--- config.mk ---
export PLATFORM = sky130hd
export DESIGN_NAME = mat_result_serializer
export DESIGN_NICKNAME = d
export VERILOG_FILES = /design/src/rtl/mat_result_serializer.sv
export SDC_FILE = /design/constraint.sdc
export NUM_CORES = 1
export LEC_CHECK = 0
export BUFFER_PORTS_ARGS = -buffer_cell sky130_fd_sc_hd__buf_2
export CAP_MARGIN = 20
export CORE_MARGIN = 2
export CORE_UTILIZATION = 55
export CTS_CLUSTER_SIZE = 24
export DETAILED_ROUTE_END_ITERATION = 8
export GPL_ROUTABILITY_DRIVEN = 0
export PLACE_DENSITY = 0.82
export SYNTH_ARGS = -nofsm -noshare
export SYNTH_HDL_FRONTEND = slang
export SYNTH_SLANG_ARGS = --single-unit
--- constraint.sdc ---
create_clock -name clk -period 6.3 [get_ports clk]
set_clock_uncertainty 0.15 [all_clocks]
set_input_delay 0.63 -clock clk [delete_from_list [all_inputs] [get_ports clk]]
set_output_delay 0.63 -clock clk [all_outputs]
set_load 0.01 [all_outputs]
--- src/rtl/mat_result_serializer.sv ---
// Captures a ROWS x COLS result matrix in one handshake and streams it row-major,
// one element per beat. Optional trailing checksum beat: define MAT_SER_CHECKSUM_EN.
module mat_result_serializer #(
    parameter int unsigned DATA_WIDTH = 32,
    parameter int unsigned ROWS       = 3,
    parameter int unsigned COLS       = 1,
    localparam int unsigned RW        = (ROWS > 1) ? $clog2(ROWS) : 1,
    localparam int unsigned CW        = (COLS > 1) ? $clog2(COLS) : 1
) (
    input  logic                  clk,
    input  logic                  rst,
    input  logic                  in_valid,
    output logic                  in_ready,
    input  logic [DATA_WIDTH-1:0] c [0:ROWS-1][0:COLS-1],
    output logic                  m_valid,
    input  logic                  m_ready,
    output logic [DATA_WIDTH-1:0] m_data,
    output logic [RW-1:0]         m_row,
    output logic [CW-1:0]         m_col,
    output logic                  m_last
);

`ifdef MAT_SER_CHECKSUM_EN
    localparam bit LAST_ON_ELEM = 1'b0;
    typedef enum logic [1:0] {IDLE, STREAM, CSUM} state_t;
`else
    localparam bit LAST_ON_ELEM = 1'b1;
    typedef enum logic {IDLE, STREAM} state_t;
`endif

    localparam bit SINGLE = (ROWS == 1) && (COLS == 1);

    state_t                state;
    logic [DATA_WIDTH-1:0] mat_q [0:ROWS-1][0:COLS-1];
`ifdef MAT_SER_CHECKSUM_EN
    logic [DATA_WIDTH-1:0] acc;
`endif

    logic                  col_wrap;
    logic                  at_last;
    logic [RW-1:0]         nxt_row;
    logic [CW-1:0]         nxt_col;
    logic                  nxt_last;
    logic [DATA_WIDTH-1:0] nxt_data;

    assign in_ready = (state == IDLE);
    assign m_valid  = (state != IDLE);

    // Row-major successor of the current beat; the index is held in range on the final element.
    always_comb begin
        col_wrap = (m_col == CW'(COLS - 1));
        at_last  = col_wrap && (m_row == RW'(ROWS - 1));
        nxt_col  = col_wrap ? '0 : m_col + CW'(1);
        nxt_row  = col_wrap ? m_row + RW'(1) : m_row;
        if (at_last) begin
            nxt_row = '0;
        end
        nxt_last = LAST_ON_ELEM && (nxt_row == RW'(ROWS - 1)) && (nxt_col == CW'(COLS - 1));
        nxt_data = mat_q[nxt_row][nxt_col];
    end

    always_ff @(posedge clk or posedge rst) begin
        if (rst) begin
            state  <= IDLE;
            m_data <= '0;
            m_row  <= '0;
            m_col  <= '0;
            m_last <= 1'b0;
            for (int r = 0; r < int'(ROWS); r++) begin
                for (int k = 0; k < int'(COLS); k++) begin
                    mat_q[r][k] <= '0;
                end
            end
`ifdef MAT_SER_CHECKSUM_EN
            acc    <= '0;
`endif
        end else begin
            case (state)
                IDLE: begin
                    if (in_valid) begin
                        for (int r = 0; r < int'(ROWS); r++) begin
                            for (int k = 0; k < int'(COLS); k++) begin
                                mat_q[r][k] <= c[r][k];
                            end
                        end
                        m_data <= c[0][0];
                        m_row  <= '0;
                        m_col  <= '0;
                        m_last <= LAST_ON_ELEM && SINGLE;
`ifdef MAT_SER_CHECKSUM_EN
                        acc    <= '0;
`endif
                        state  <= STREAM;
                    end
                end
                STREAM: begin
                    if (m_ready) begin
`ifdef MAT_SER_CHECKSUM_EN
                        acc <= acc + m_data;
`endif
                        if (at_last) begin
                            m_row <= '0;
                            m_col <= '0;
`ifdef MAT_SER_CHECKSUM_EN
                            // Checksum beat carries the running sum including this final element.
                            m_data <= acc + m_data;
                            m_last <= 1'b1;
                            state  <= CSUM;
`else
                            m_last <= 1'b0;
                            state  <= IDLE;
`endif
                        end else begin
                            m_data <= nxt_data;
                            m_row  <= nxt_row;
                            m_col  <= nxt_col;
                            m_last <= nxt_last;
                        end
                    end
                end
`ifdef MAT_SER_CHECKSUM_EN
                CSUM: begin
                    if (m_ready) begin
                        m_last <= 1'b0;
                        state  <= IDLE;
                    end
                end
`endif
                default: state <= IDLE;
            endcase
        end
    end

endmodule
## Word level (Yosys, flattened, before mapping)

Index checks and enable logic that the tools add are counted.

| cells by class | value |
|---|---|
| bitwise gates (word level) | 4 |
| divide/modulo/power cells | 0 |
| shift-type cells | 0 |
| $add $sub $neg | 2 |
| reduce and logical (&&, ||, !) cells | 5 |
| order comparisons | 2 |
| equality and inequality tests | 5 |
| mux-type cells | 26 |
| $mul | 0 |

Operators with widths:

| cell | number |
|---|---|
| $mux W32 | 6 |
| $bmux W32 S2 | 1 |
| $pmux W32 S2 | 1 |
| $mux W2 | 5 |
| $mux W1 | 9 |
| $ne A2 B2 Y1 const B | 3 |
| $pmux W1 S2 | 3 |
| $eq A2 B2 Y1 const B | 2 |
| $pmux W2 S2 | 1 |
| $reduce_and A2 Y1 | 2 |
| $ge A3 B3 Y1 const B | 1 |
| $not A1 Y1 | 3 |
| $not A2 Y3 | 1 |
| $reduce_and A3 Y1 | 1 |
| $add A2 B1 Y2 const B | 1 |
| $logic_and A1 B1 Y1 | 2 |
| $add A1 B1 Y1 const B | 1 |
| $lt A1 B1 Y1 const B | 1 |

| storage, ports and cells | value |
|---|---|
| ROM bits | 0 |
| memories | 0 |
| RAM bits | 0 |
| logic and storage cells | 52 |
| output and inout port bits | 38 |
| flip-flop bits (word level) | 133 |
| latch bits | 0 |
| input bits | 100 |

## Logic depth before layout (Yosys ltp)

| logic depth | value |
|---|---|
| word-level depth | 11 |
| depth in mapped cells | 6 |
| mapped depth without buffers | 3 |

## Least setup slack after synthesis

No wires, ideal clock.

| timing | value |
|---|---|
| path type | register to output |
| from | register state, in the netlist m_valid |
| to | output port in_ready |
| stages on the path, launching flop included | 4 |
| buffers on the path | 2 |
| required time | 5520 ps |
| path slack | 4543 ps |
| arrival | 977 ps |
| cells stage by stage | dfrtp_1 > buf_6 > inv_2 > buf_1 |

| on the way | value |
|---|---|
| longest elaborated chain between the ends | 1 |

Ends and longest elaborated chain:

| what | RTL line | text |
|---|---|---|
| start: declaration | 33 | `state_t state;` |
| start signal: assignment | 64 | `state <= IDLE;` |
| start signal: assignment | 93 | `state <= STREAM;` |
| start signal: assignment | 111 | `state <= IDLE;` |
| $not A1 Y1 (no line) | n/a |  |
| end: declaration | 13 | `output logic in_ready,` |

No other way between the ends.

## Worst setup path in the final report

Same ends and word-level chain as after synthesis.

==> results.toml <==
[status]
outcome = "completed"

[grt]
overflow = 0
grt_pass1_vias = 4528
antenna_found_initial = 0
track_usage = 0.250
grt_max_degree = 94
grt_pass1_wl_mm = 22.5

[clock_network]
post_cts_buffers = 0
cts-root-buf = "clkbuf_8"
cts_max_path_buffers = 2
cts_tree = "done"
post_cts_resized = 0
clkLatencyLatePin_ns = 0.51
cts.clk_slew.worst_paths_ns = 0.06
htreeDepth = 4
numClockSinks = 131
numCtsBuffers = 17

[yosys]
synth_cell_type_count = 25
synth-async-reset-ratio = 1.00
ys_seq_area_frac = 0.533
syn_inst = 482
synth_edf_count = 0
synth_seq_cells = 131
avgSynthCellArea_um2 = 12.8
syn_area_um2 = 6160
yosysWarningCount = 0
synth-main-ff-cell = "dfrtp_1"
synth_nets = 582

[route]
drc = 0
wl_per_cell_um = 19.2
ant_nets = 0
drt_iter0_drc = 272
num_vias = 4426
first_pass_iters = 4
via_per_inst = 5.89
wl_mm = 14.4

[min_path]
hold_start = "in_valid"
hp-class = "in2reg"

[setup_path]
path_delay_family = "buffers and inverters"
worstSetupStartpointType = "flop"
arrival_ns = 2.02
cp_max_fo = 37
startpoint = "m_valid"
endpoint_kind = "output port"
worstPathRequired_ns = 5.52
crit_type = "reg2out"
cp_num_buf_inv = 3
r2r-start = "m_row[0]"
slowest_stage = "inv_2"
cp_cell_sequence = "buf_4 > inv_2 > buf_2"
slowest_delay_ns = 0.54

[sta]
hold_viol = 0
timing.final.crit_period_ns = 2.80
drv_slew = 0
maxSlewHeadroom = 0.359
fmax_mhz = 357
setup_viol = 0
grt_setup_unrepaired = "false"
fin_crit_sh = 0.444
tns_ns = 0
worst_pin_slew_ns = 0.962

[power]
p_seq_frac = 0.391
p_sw_frac = 0.337
peakVddDrop_v = 0.000335
p_total_mw = 4.04
p_leak_nw = 3.12
comb_power_share = 0.379
power_switching_mw = 1.36
p_per_area_nw_per_um2 = 548
clkPwrFrac = 0.230
p_int_mw = 2.67

[floorplan]
die_y_um = 110
die_w_um = 110
die-area_um2 = 12100
ioPinCount = 138
fp.coreArea_um2 = 10900
num_rows = 38
initial_utilization = 0.565

[final_layout]
area_growth_pct = 19.6
layout_commonest_cell = "buf_2"
final_cell_mix = "buf_2 (136), dfrtp_1 (129), mux2_2 (105), nand2_1 (34), nand2b_1 (33)"
drive_gt1_frac = 0.458
fin_nets = 699
finalCoreUtilization = 0.676
antenna_cells = 0

[placement]
dp_hpwl_mm = 8.78
io_buffers = 136

[run]
cap_violations = 0
## through the flow
stage                     worst slack [ns]  instances  instance area (um2)  hold slack, ns
after CTS                             3.47        749                 7300           0.144
final                                 3.50        752                 7360           0.169
after global routing                  3.39        752                 7360           0.152
after floorplan                       2.02        482                 6160           0.298
after global placement                3.44        717                 6750           0.309
after detailed placement              3.34        717                 6750           0.317
## cell usage after synthesis (2+ instances only)
| cell type | instances | area, um2 |
|---|---|---|
| a211oi_1 | 32 | 240 |
| a21oi_1 | 2 | 10.0 |
| a31oi_1 | 32 | 200 |
| buf_2 | 12 | 60.1 |
| buf_4 | 14 | 105 |
| buf_6 | 10 | 113 |
| clkbuf_1 | 8 | 30.0 |
| dfrtp_1 | 131 | 3280 |
| inv_1 | 2 | 7.51 |
| mux2_1 | 23 | 259 |
| mux2_2 | 105 | 1180 |
| nand2_1 | 34 | 128 |
| nand2b_1 | 33 | 206 |
| o211ai_1 | 32 | 240 |
| o22ai_1 | 2 | 12.5 |
## sequential cells by signal (all words and copies together) (netlist names)
signal / count
m_row: 2
m_data: 32
mat_q: 96
m_valid: 1
## power by group through the flow
| stage | Combinational (mW) | Clock [mW] | Sequential, mW |
|---|---|---|---|
| after global routing | 1.67 | 0.982 | 1.62 |
| final | 1.53 | 0.930 | 1.58 |
| after CTS | 1.53 | 0.940 | 1.58 |
| after global placement | 1.44 | 0 | 1.55 |
| after detailed placement | 1.50 | 0 | 1.58 |
| after floorplan | 1.22 | 0 | 1.50 |
## area by class of cell
type | count | area, um2
inverter | 3 | 13.8
clock inverter | 5 | 75.1
tap | 140 | 175
sequential | 131 | 3280
multi-input combinational | 303 | 2550
fill | 780 | 3530
timing repair buffer | 143 | 781
clock buffer | 27 | 482
## kinds of logic after synthesis
logic type | share of synthesized area
other cells | 0.000609
buf+inv | 0.0524
simple gates | 0.0628
compound gates | 0.117
mux | 0.234
flops | 0.533
## per-layer routing
metal	track usage	up-vias	part of all wire	wire length [um]
li1	-	1999	-	-
met2	0.432	182	0.51	7350
met3	0.0705	24	0.074	1070
met5	0	-	0	0
met1	0.298	2221	0.40	5750
met4	0.0886	0	0.017	245
## repair_timing
item                                    in CTS  in global routing
hold endpoints to repair                     0                  8
endpoints found under the setup margin       0                  0
hold buffers                                 0                  1
## final timing paths
path,endpoint,depth (start not counted),slack [ns]
setup / recovery,in_ready,3,3.50
hold / removal,m_row[0],2,0.17
setup reg to reg,m_data[23],3,3.83
hold reg to reg,mat_q[86],1,0.33
max in group asynchronous,mat_q[76],5,4.34
min in group asynchronous,mat_q[18],3,0.41
## worst register-to-register path: stages (launching register included)
cell and delay [ns]:
dfrtp_2 1.00, nand2b_4 0.58, a21o_4 0.43, a31oi_1 0.16
Note: power is estimated with default switching activity, not from simulation.
